[src/rtl/captura_texto_pkg.sv]
// captura_texto_pkg
//   Shared definitions for the text-capture stage: FSM state encodings,
//   default buffer geometry and the backspace code. The translate stage uses
//   the same backspace value in its code table.
package captura_texto_pkg;

  // Capture FSM states
  typedef enum logic [1:0] {
    ESPERA  = 2'd0,   // idle, waiting for the start key
    CAPTURA = 2'd1,   // storing characters
    LISTO   = 2'd2    // text complete, held for the display stage
  } estado_t;

  localparam int          DEPTH_DEF   = 32;
  localparam int          AW_DEF      = 5;
  localparam logic [6:0]  BS_CODE_DEF = 7'h08;

endpackage

[src/rtl/captura_texto_if.sv]
// captura_texto_if
//   Bundles the key-event inputs, the display read port and the status outputs
//   of captura_texto.
//   master : upstream translate stage + display stage (drives keys, rd_addr)
//   slave  : captura_texto (drives rd_data and status)
//   Signals: valido, iniciar, terminar, traduccion[6:0], rd_addr[AW-1:0],
//            rd_data[6:0], longitud[AW:0], capturando, listo, lleno, desborde
interface captura_texto_if #(
  parameter int AW = 5
);
  logic          valido;
  logic          iniciar;
  logic          terminar;
  logic [6:0]    traduccion;
  logic [AW-1:0] rd_addr;
  logic [6:0]    rd_data;
  logic [AW:0]   longitud;
  logic          capturando;
  logic          listo;
  logic          lleno;
  logic          desborde;

  modport master (
    output valido, iniciar, terminar, traduccion, rd_addr,
    input  rd_data, longitud, capturando, listo, lleno, desborde
  );

  modport slave (
    input  valido, iniciar, terminar, traduccion, rd_addr,
    output rd_data, longitud, capturando, listo, lleno, desborde
  );
endinterface

[src/rtl/captura_texto_buffer_texto.sv]
// buffer_texto
//   DEPTH x 7 simple dual-port character RAM: synchronous write, registered
//   read. A read and write to the same address in one cycle returns the old
//   data. Array contents are not reset; only the read register is.
//   Ports: clk, reset (async, active-high), we, waddr, wdata, raddr, rdata
module buffer_texto #(
  parameter int DEPTH = 32,
  parameter int AW    = 5
) (
  input  logic          clk,
  input  logic          reset,
  input  logic          we,
  input  logic [AW-1:0] waddr,
  input  logic [6:0]    wdata,
  input  logic [AW-1:0] raddr,
  output logic [6:0]    rdata
);

  logic [6:0] mem_r [DEPTH];
  logic [6:0] rdata_r;

  // Character storage write port
  always_ff @(posedge clk) begin
    if (we) begin
      mem_r[waddr] <= wdata;
    end
  end

  // Registered read port; sees pre-write contents on a same-address collision
  always_ff @(posedge clk or posedge reset) begin
    if (reset) begin
      rdata_r <= 7'd0;
    end else begin
      rdata_r <= mem_r[raddr];
    end
  end

  assign rdata = rdata_r;

endmodule

[src/rtl/captura_texto.sv]
// captura_texto
//   Captures translated key codes into a character buffer between a start key
//   (iniciar) and a stop key (terminar). The valido/iniciar/terminar levels are
//   turned into single-cycle events by rising-edge detectors. Backspace removes
//   the last character; writes beyond DEPTH set a sticky overflow flag.
//   Ports: clk, reset (async, active-high), bus (captura_texto_if.slave)
module captura_texto
  import captura_texto_pkg::*;
#(
  parameter int         DEPTH   = DEPTH_DEF,
  parameter int         AW      = AW_DEF,
  parameter logic [6:0] BS_CODE = BS_CODE_DEF
) (
  input  logic           clk,
  input  logic           reset,
  captura_texto_if.slave bus
);

  localparam logic [AW:0] LONG_MAX = (AW+1)'(DEPTH);
  localparam logic [AW:0] LONG_UNO = (AW+1)'(1);

  estado_t       estado_r;
  estado_t       estado_next_s;
  logic [AW:0]   longitud_r;
  logic [AW:0]   longitud_next_s;
  logic          desborde_r;
  logic          desborde_next_s;
  logic          valido_q_r;
  logic          iniciar_q_r;
  logic          terminar_q_r;
  logic          v_p_s;
  logic          i_p_s;
  logic          t_p_s;
  logic          v_ok_s;
  logic          lleno_s;
  logic          we_s;
  logic [AW-1:0] waddr_s;
  logic [6:0]    rd_data_s;

  // Edge-detector history flops
  always_ff @(posedge clk or posedge reset) begin
    if (reset) begin
      valido_q_r   <= 1'b0;
      iniciar_q_r  <= 1'b0;
      terminar_q_r <= 1'b0;
    end else begin
      valido_q_r   <= bus.valido;
      iniciar_q_r  <= bus.iniciar;
      terminar_q_r <= bus.terminar;
    end
  end

  assign v_p_s   = bus.valido   & ~valido_q_r;
  assign i_p_s   = bus.iniciar  & ~iniciar_q_r;
  assign t_p_s   = bus.terminar & ~terminar_q_r;
  // A character edge coinciding with a start/stop key belongs to that key
  assign v_ok_s  = v_p_s & ~bus.iniciar & ~bus.terminar;
  assign lleno_s = (longitud_r == LONG_MAX);
  assign waddr_s = longitud_r[AW-1:0];

  // State, length and overflow registers
  always_ff @(posedge clk or posedge reset) begin
    if (reset) begin
      estado_r   <= ESPERA;
      longitud_r <= '0;
      desborde_r <= 1'b0;
    end else begin
      estado_r   <= estado_next_s;
      longitud_r <= longitud_next_s;
      desborde_r <= desborde_next_s;
    end
  end

  // Next-state, length update and buffer write enable
  always_comb begin
    estado_next_s   = estado_r;
    longitud_next_s = longitud_r;
    desborde_next_s = desborde_r;
    we_s            = 1'b0;
    case (estado_r)
      ESPERA: begin
        if (i_p_s) begin
          estado_next_s   = CAPTURA;
          longitud_next_s = '0;
          desborde_next_s = 1'b0;
        end else begin
          estado_next_s = ESPERA;
        end
      end
      CAPTURA: begin
        if (t_p_s) begin
          estado_next_s = LISTO;
        end else if (i_p_s) begin
          longitud_next_s = '0;
          desborde_next_s = 1'b0;
        end else if (v_ok_s) begin
          if (bus.traduccion == BS_CODE) begin
            if (longitud_r != '0) begin
              longitud_next_s = longitud_r - LONG_UNO;
            end else begin
              longitud_next_s = longitud_r;
            end
          end else if (!lleno_s) begin
            we_s            = 1'b1;
            longitud_next_s = longitud_r + LONG_UNO;
          end else begin
            desborde_next_s = 1'b1;
          end
        end else begin
          estado_next_s = CAPTURA;
        end
      end
      LISTO: begin
        if (i_p_s) begin
          estado_next_s   = CAPTURA;
          longitud_next_s = '0;
          desborde_next_s = 1'b0;
        end else begin
          estado_next_s = LISTO;
        end
      end
      default: begin
        estado_next_s   = ESPERA;
        longitud_next_s = '0;
        desborde_next_s = 1'b0;
      end
    endcase
  end

  buffer_texto #(
    .DEPTH (DEPTH),
    .AW    (AW)
  ) u_buffer (
    .clk   (clk),
    .reset (reset),
    .we    (we_s),
    .waddr (waddr_s),
    .wdata (bus.traduccion),
    .raddr (bus.rd_addr),
    .rdata (rd_data_s)
  );

  assign bus.rd_data    = rd_data_s;
  assign bus.longitud   = longitud_r;
  assign bus.capturando = (estado_r == CAPTURA);
  assign bus.listo      = (estado_r == LISTO);
  assign bus.lleno      = lleno_s;
  assign bus.desborde   = desborde_r;

endmodule

[src/flat_wrapper.sv]
// flat-port wrapper written by rule: the top's interface ports become plain ports
module captura_texto_flat import captura_texto_pkg::*;
#(
  parameter int         DEPTH   = DEPTH_DEF,
  parameter int         AW      = AW_DEF,
  parameter logic [6:0] BS_CODE = BS_CODE_DEF
)
  (clk, reset, bus_valido, bus_iniciar, bus_terminar, bus_traduccion, bus_rd_addr, bus_rd_data, bus_longitud, bus_capturando, bus_listo, bus_lleno, bus_desborde);
  captura_texto_if #(.AW(AW)) bus_i ();
  input  logic clk;
  input  logic reset;
  input wire logic [$bits(bus_i.valido)-1:0] bus_valido;
  input wire logic [$bits(bus_i.iniciar)-1:0] bus_iniciar;
  input wire logic [$bits(bus_i.terminar)-1:0] bus_terminar;
  input wire logic [$bits(bus_i.traduccion)-1:0] bus_traduccion;
  input wire logic [$bits(bus_i.rd_addr)-1:0] bus_rd_addr;
  output wire logic [$bits(bus_i.rd_data)-1:0] bus_rd_data;
  output wire logic [$bits(bus_i.longitud)-1:0] bus_longitud;
  output wire logic [$bits(bus_i.capturando)-1:0] bus_capturando;
  output wire logic [$bits(bus_i.listo)-1:0] bus_listo;
  output wire logic [$bits(bus_i.lleno)-1:0] bus_lleno;
  output wire logic [$bits(bus_i.desborde)-1:0] bus_desborde;
  assign bus_i.valido = bus_valido;
  assign bus_i.iniciar = bus_iniciar;
  assign bus_i.terminar = bus_terminar;
  assign bus_i.traduccion = bus_traduccion;
  assign bus_i.rd_addr = bus_rd_addr;
  assign bus_rd_data = bus_i.rd_data;
  assign bus_longitud = bus_i.longitud;
  assign bus_capturando = bus_i.capturando;
  assign bus_listo = bus_i.listo;
  assign bus_lleno = bus_i.lleno;
  assign bus_desborde = bus_i.desborde;
  captura_texto #(.DEPTH(DEPTH), .AW(AW), .BS_CODE(BS_CODE)) u_core (.clk(clk), .reset(reset), .bus(bus_i));
endmodule
[config.mk]
export PLATFORM = sky130hd
export DESIGN_NAME = captura_texto_flat
export DESIGN_NICKNAME = d
export VERILOG_FILES = /design/src/rtl/captura_texto_pkg.sv /design/src/rtl/captura_texto_if.sv /design/src/rtl/captura_texto_buffer_texto.sv /design/src/rtl/captura_texto.sv /design/src/flat_wrapper.sv
export SDC_FILE = /design/constraint.sdc
export NUM_CORES = 1
export LEC_CHECK = 0
export ABC_AREA = 1
export CAP_MARGIN = 5
export CORE_UTILIZATION = 25
export DETAILED_ROUTE_END_ITERATION = 7
export GPL_TIMING_DRIVEN = 0
export PLACE_DENSITY_LB_ADDON = 0.15
export SKIP_CTS_REPAIR_TIMING = 1
export SLEW_MARGIN = 40
export SYNTH_ARGS = -nofsm -noshare
export SYNTH_HDL_FRONTEND = slang
export SYNTH_SLANG_ARGS = --single-unit
export TNS_END_PERCENT = 100
[constraint.sdc]
create_clock -name clk -period 2.2 [get_ports clk]
set_input_delay 0.44 -clock clk [delete_from_list [all_inputs] [get_ports clk]]
set_output_delay 0.44 -clock clk [all_outputs]
set_load 0.005 [all_outputs]
==> results of run 1 <==
==> per-layer routing <==
metal	share of wire	track usage	vias to the layer above
met1	0.45	0.2000	3259
met3	0.047	0.02112	43
li1	-	-	3125
met5	0.00030	0	-
met2	0.48	0.2494	173
met4	0.020	0.03813	2
==> registers in the layout (all words and copies together) (netlist names) <==
| signal | count |
|---|---|
| u_core.estado_r | 2 |
| u_core.u_buffer.mem_r | 224 |
| u_core.u_buffer.rdata | 7 |
| u_core.bus.desborde | 1 |
| u_core.valido_q_r | 1 |
| u_core.iniciar_q_r | 1 |
| u_core.bus.longitud | 6 |
| u_core.terminar_q_r | 1 |
==> path summary, 6_finish.rpt <==
check,cells after the start,slack [ns],start,to
worst max-delay path,6,-0.02,u_core.bus.longitud[0],bus_lleno
worst min-delay path,2,0.24,reset,u_core.terminar_q_r
worst max register to register,4,0.10,u_core.bus.longitud[0],u_core.u_buffer.mem_r[2][2]
worst min register to register,2,0.50,u_core.terminar_q_r,u_core.estado_r[0]
max in group asynchronous,2,1.58,reset,u_core.bus.longitud[4]
min in group clk,1,0.27,bus_traduccion[4],u_core.u_buffer.mem_r[11][4]
==> kinds of logic (layout without fill, tap and decap cells) <==
logic type      Yosys count  in the layout  synth area share
compound gates          190            190            0.1127
xor+xnor                  2              2          0.001745
fa+ha+maj                 2              2          0.002492
buf+inv                  88            192           0.04101
flops                   243            243            0.7174
simple gates            279            279            0.1246
==> stage by stage <==
step	TNS, ns	hold slack (ns)	std cells	instance area [um^2]	power, uW
2_1_floorplan	0	0.3911	804	10040	5734
3_3_place_gp	-539.61	0.4774	1358	10990	6248
3_5_place_dp	-202.70	0.4933	1365	11160	6282
4_1_cts	-72.30	0.2596	1416	12070	10880
5_1_grt	-0.2613	0.2586	1433	12520	11480
6_report	-0.02344	0.2390	1433	12520	11100
==> final cells by class <==
class | count | area [um^2]
buffer | 47 | 257.7
clock buffer | 31 | 711.9
clock inverter | 20 | 196.4
fill | 4040 | 27120
inverter | 41 | 163.9
multi-input combinational | 473 | 2708
sequential | 243 | 7207
tap | 525 | 656.9
timing repair buffer | 53 | 615.6
==> power breakdown <==
group	switching, uW	internal [uW]
clock network	1910	2690
logic	866	481
registers	57.9	5100
==> cells in the final DEF (no fill, tap or decap), drive strengths merged <==
master         Yosys  layout
clkinv             0      15
nand3             52      52
clkinvlp           0       2
a31oi              1       1
o2111ai            1       1
nand2             49      49
nand3b             1       1
ha                 2       2
clkbuf            23      57
o22ai              6       6
o21bai             1       1
inv               41      41
bufinv             0       3
buf               24      53
nor4               1       1
nor2             164     164
xor2               2       2
o21ai            124     124
a21oi             13      13
nor3               2       2
nand4              3       3
clkdlybuf4s50      0      21
o221ai            44      44
and2               7       7
edfxtp           224     224
dfrtp             19      19
==> metrics.csv, run 1 <==
stage,metric,value,unit
run_status,status,"finished, violations left",
run_status,failing checks,setup timing,
synth,Syn Area/Cell,12.49,um^2
grt,largest net degree at the start of global routing,23,
synth,Synth top area share,0.6701,
synth,top post-synthesis cells by count,"224 x edfxtp_1, 154 x nor2_1, 110 x o21ai_0, 47 x nand3_1, 45 x nand2_1",
grt,Total GRT Usage,0.1484,
detailed_routing,drt pass-1 iters,5,
timing,Fin Clk Skew,0.01595,ns
critical_path,cell family with most CP delay,simple AND/OR/NAND/NOR gates,
synth,top-count cell post-synth,edfxtp_1,
synth,Ys Warns,0,
timing,fmax,449.8,MHz
critical_path,"Slowest-stage cell, CP",dfrtp_2,
timing,final hold vios,0,
die,# IOs,34,
timing,max_slew headroom,0.3520,
synth,post-synth cell types,34,
cts,clock buffer depth,3,
critical_path,crit end category,output port,
worst_hold_path,Hold Crit Class,primary input to async pin,
detailed_routing,vias,6602,
critical_path,CP required,1.76,ns
finish,"Core Util, Final",0.3158,
timing,Final period util,1.011,
synth,most area-hungry cell type in the Yosys netlist,edfxtp_1,
timing,RSZ-0062 raised after global routing,true,
critical_path,Worst setup SP type,flop,
grt,first-pass GRT wire length,44470,um
critical_path,CP peak stage delay,0.46,ns
power_and_ir_drop,Peak supply drop,0.0006091,V
detailed_routing,initial DRC count,502,
detailed_routing,Final ANT Viol Nets,0,
die,die area,40960,um^2
timing,final setup fails,1,
timing,final slew viol count,0,
power_and_ir_drop,Cell Pwr Density,886.7,nW/um^2
cts,CTS tree,yes,
critical_path,"critical path, cell by cell",inv_4 > nand2_8 > nor4_4 > inv_2 > nor2_4 > clkbuf_2,
synth,top_reg_cell synth,edfxtp_1,
synth,asr flop ratio synth,0.07819,
die,CORE AREA,39640,um^2
cts,clk sinks,243,
grt,initial antenna violation count,1,
synth,syn nets,823,
grt,GRT overflow,0,
critical_path,Crit path arrival time,1.78,ns
timing,min Tclk post-route,2.223,ns
power_and_ir_drop,P_leak,0.004144,uW
cts,Worst-Skew Late Latency,0.55,ns
die,Die Ht,202.4,um
detailed_routing,final WL,30390,um
synth,"top cells by area, synth","edfxtp_1 67%, nor2_1 5.8%, o21ai_0 5.5%, dfrtp_1 4.7%, o221ai_1 3.8%",
synth,Post-Synthesis Cells,804,
die,Initial Util,0.2532,
grt,vias in the first global route,6549,
detailed_routing,DRC viols,0,
critical_path,critical path class,flop to output port,
synth,post-synthesis register bit count,243,
finish,ANT cells,0,
placement,Post-DP HPWL,20840,um
placement,gpl congestion,0.7720,
timing,Slew @ Worst Pin,0.9697,ns
cts,Clock Tree Root,clkbuf_16,
critical_path,Crit path buffers/inverters,3,
placement,# port buffers,29,
timing,setup ws final,-0.02344,ns
die,num rows,73,
cts,H-tree level count,1,
cts,Worst-path clk slew,0.06,ns
cts,TritonCTS Buffers,28,
synth,"EDFF count, synth",224,
critical_path,CP Max Fanout,6,
job,max_cap viols,0,
die,Die W,202.4,um
synth,Synth Cell Area,10040,um^2
placement,dpl ws,-1.081,ns
finish,share of cells above drive strength 1,0.1872,
finish,Area Overhead vs Synth,24.69,%
finish,# nets final,906,
detailed_routing,Via-to-Cell Ratio,4.607,
detailed_routing,wire length per cell,21.20,um
synth,"Seq/Total Area, Yosys",0.7174,
Power figures use the tool's default switching activity.
==> run 2, diff against run 1 <==
--- a/config.mk
+++ b/config.mk
@@ -6,7 +6,7 @@
 export NUM_CORES = 1
 export LEC_CHECK = 0
 export ABC_AREA = 1
-export CAP_MARGIN = 5
+export CAP_MARGIN = 30
 export CORE_UTILIZATION = 25
 export DETAILED_ROUTE_END_ITERATION = 7
 export GPL_TIMING_DRIVEN = 0
==> results of run 2 <==
The final DEF is identical to that of run 1; final timing and power are the same.
==> run 3, diff against run 2 <==
--- a/config.mk
+++ b/config.mk
@@ -8,9 +8,10 @@
 export ABC_AREA = 1
 export CAP_MARGIN = 30
 export CORE_UTILIZATION = 25
+export CTS_CLUSTER_DIAMETER = 200
 export DETAILED_ROUTE_END_ITERATION = 7
 export GPL_TIMING_DRIVEN = 0
-export PLACE_DENSITY_LB_ADDON = 0.15
+export PLACE_DENSITY = 0.45
 export SKIP_CTS_REPAIR_TIMING = 1
 export SLEW_MARGIN = 40
 export SYNTH_ARGS = -nofsm -noshare
==> run 3 against run 2 <==
- flip-flop and latch count is the same
- critical path depth is the same
- worst setup slack lost 0.0044 ns
- global-route usage shrank 0.68 points
- final cell count shrank 0.70%
- worst hold slack lost 0.0070 ns
- via count grew 0.17%
- clock skew shrank 0.0021 ns
- first-iteration DRC count shrank 4.8%
- largest cell class unchanged
- the flow still finishes with violations (setup timing)
- cell area shrank 1.5%
- highest routed layer is now met4
==> metrics.csv, run 3 (same netlist as run 1, synthesis figures left out) <==
stage,metric,value,unit
cts,H-tree level count,1,
power_and_ir_drop,Peak supply drop,0.0004945,V
power_and_ir_drop,Gate power share,0.117,
grt,Total GRT Usage,0.1416,
power_and_ir_drop,switch share,0.2472,
finish,"most common cell after layout, fill and taps aside",edfxtp_1,
timing,RSZ-0062 raised after global routing,true,
timing,Final period util,1.013,
die,Die W,202.4,um
critical_path,Crit path buffers/inverters,3,
detailed_routing,drt pass-1 iters,5,
finish,FILL cells,4050,
die,CORE AREA,39640,um^2
placement,cell total after placement,1362,
grt,vias in the first global route,6483,
critical_path,"critical path, cell by cell",inv_4 > nand2_8 > nor4_4 > inv_2 > nor2_4 > clkbuf_2,
detailed_routing,vias,6613,
finish,# nets final,896,
finish,most frequent cells in the layout,"224 x edfxtp_1, 124 x nor2_1, 110 x o21ai_0",
cts,clk sinks,243,
job,max_cap viols,0,
placement,Post-DP HPWL,19640,um
critical_path,crit end category,output port,
detailed_routing,Via-to-Cell Ratio,4.647,
power_and_ir_drop,Power Internal,8162,uW
cts,Worst-path clk slew,0.06,ns
detailed_routing,DRC viols,0,
power_and_ir_drop,P_leak,0.004046,uW
die,Die Ht,202.4,um
finish,"Core Util, Final",0.3109,
grt,initial antenna violation count,0,
grt,largest net degree at the start of global routing,35,
power_and_ir_drop,clock network fraction of total power,0.407,
die,Initial Util,0.2532,
timing,final setup fails,1,
critical_path,CP Max Fanout,7,
critical_path,cell family with most CP delay,simple AND/OR/NAND/NOR gates,
placement,# port buffers,29,
finish,Area Overhead vs Synth,22.78,%
detailed_routing,initial DRC count,478,
timing,final hold vios,0,
timing,Fin Clk Skew,0.01382,ns
critical_path,critical path class,flop to output port,
timing,Slew @ Worst Pin,0.9525,ns
grt,GRT overflow,0,
cts,Clock Tree Root,clkbuf_16,
cts,Worst-Skew Late Latency,0.54,ns
timing,setup ws final,-0.02786,ns
finish,ANT cells,0,
detailed_routing,wire length per cell,20.69,um
critical_path,Crit path arrival time,1.79,ns
detailed_routing,final WL,29440,um
critical_path,"Slowest-stage cell, CP",dfrtp_2,
critical_path,Worst setup SP type,flop,
die,die area,40960,um^2
finish,Largest register FFs,224,
power_and_ir_drop,Psw,2681,uW
timing,final slew viol count,0,
die,num rows,73,
timing,Fin Setup TNS,-0.02786,ns
critical_path,CP peak stage delay,0.47,ns
cts,clock buffer depth,3,
grt,first-pass GRT wire length,42810,um
finish,fin cells,1423,
cts,CTS tree,yes,
cts,TritonCTS Buffers,28,
power_and_ir_drop,Sequential Power Share,0.476,
critical_path,CP required,1.76,ns
placement,gpl congestion,0.7744,
worst_hold_path,Hold Crit Class,primary input to flop,
timing,fmax,448.9,MHz
detailed_routing,Final ANT Viol Nets,0,
finish,Biggest register,u_core.u_buffer.mem_r,
run_status,status,"finished, violations left",
power_and_ir_drop,Power Total,10840,uW
finish,share of cells above drive strength 1,0.1715,
timing,max_slew headroom,0.3634,
die,# IOs,34,
run_status,failing checks,setup timing,
power_and_ir_drop,Cell Pwr Density,879.7,nW/um^2
timing,min Tclk post-route,2.228,ns
[run 3: layout make-up]
type / count / area [um^2] / share of cell area
plain buffers: 46 / 255.2 / 0.02071
clock buffers: 45 / 815.8 / 0.06619
clock inverters: 6 / 51.30 / 0.004162
inverters: 41 / 163.9 / 0.01330
multi-input cells: 473 / 2683 / 0.2176
flip-flops and latches: 243 / 7207 / 0.5847
well taps: 525 / 656.9 / 0.05329
repair buffers: 44 / 493.0 / 0.04000
[run 3: through the flow]
step	hold slack [ns]	cell area (um^2)	setup WS, ns
finish	0.2320	12330	-0.02786
detailed placement	0.4795	11070	-1.115
CTS	0.2572	11940	-0.5700
floorplan	0.3911	10040	0.2376
global route	0.2281	12330	-0.1237
global placement	0.4819	10990	-2.219
[run 3: metal layers]
layer / vias up / global-route usage / part of all wire
met1: 3275 / 0.1941 / 0.46
met4: 0 / 0.03303 / 0.019
met3: 34 / 0.02402 / 0.051
met5: - / 0 / 0
li1: 3103 / - / -
met2: 201 / 0.2328 / 0.47
[run 3: power groups by stage]
stage	clock (uW)	combinational, uW	sequential, uW
floorplan	0	498	5240
global placement	0	967	5260
detailed placement	0	993	5250
CTS	4480	998	5160
global route	4670	1370	5170
finish	4410	1270	5160
[run 3: worst paths after layout]
path                                        start                           end  slack [ns]  cells past startpoint
setup / recovery           u_core.bus.longitud[0]                     bus_lleno       -0.03                      6
hold / removal                  bus_traduccion[4]  u_core.u_buffer.mem_r[26][4]        0.23                      1
setup reg to reg           u_core.bus.longitud[0]  u_core.u_buffer.mem_r[23][2]        0.11                     11
hold reg to reg               u_core.terminar_q_r            u_core.estado_r[0]        0.51                      2
max in group asynchronous                   reset        u_core.bus.longitud[4]        1.57                      2
min in group asynchronous                   reset        u_core.bus.longitud[5]        0.26                      2
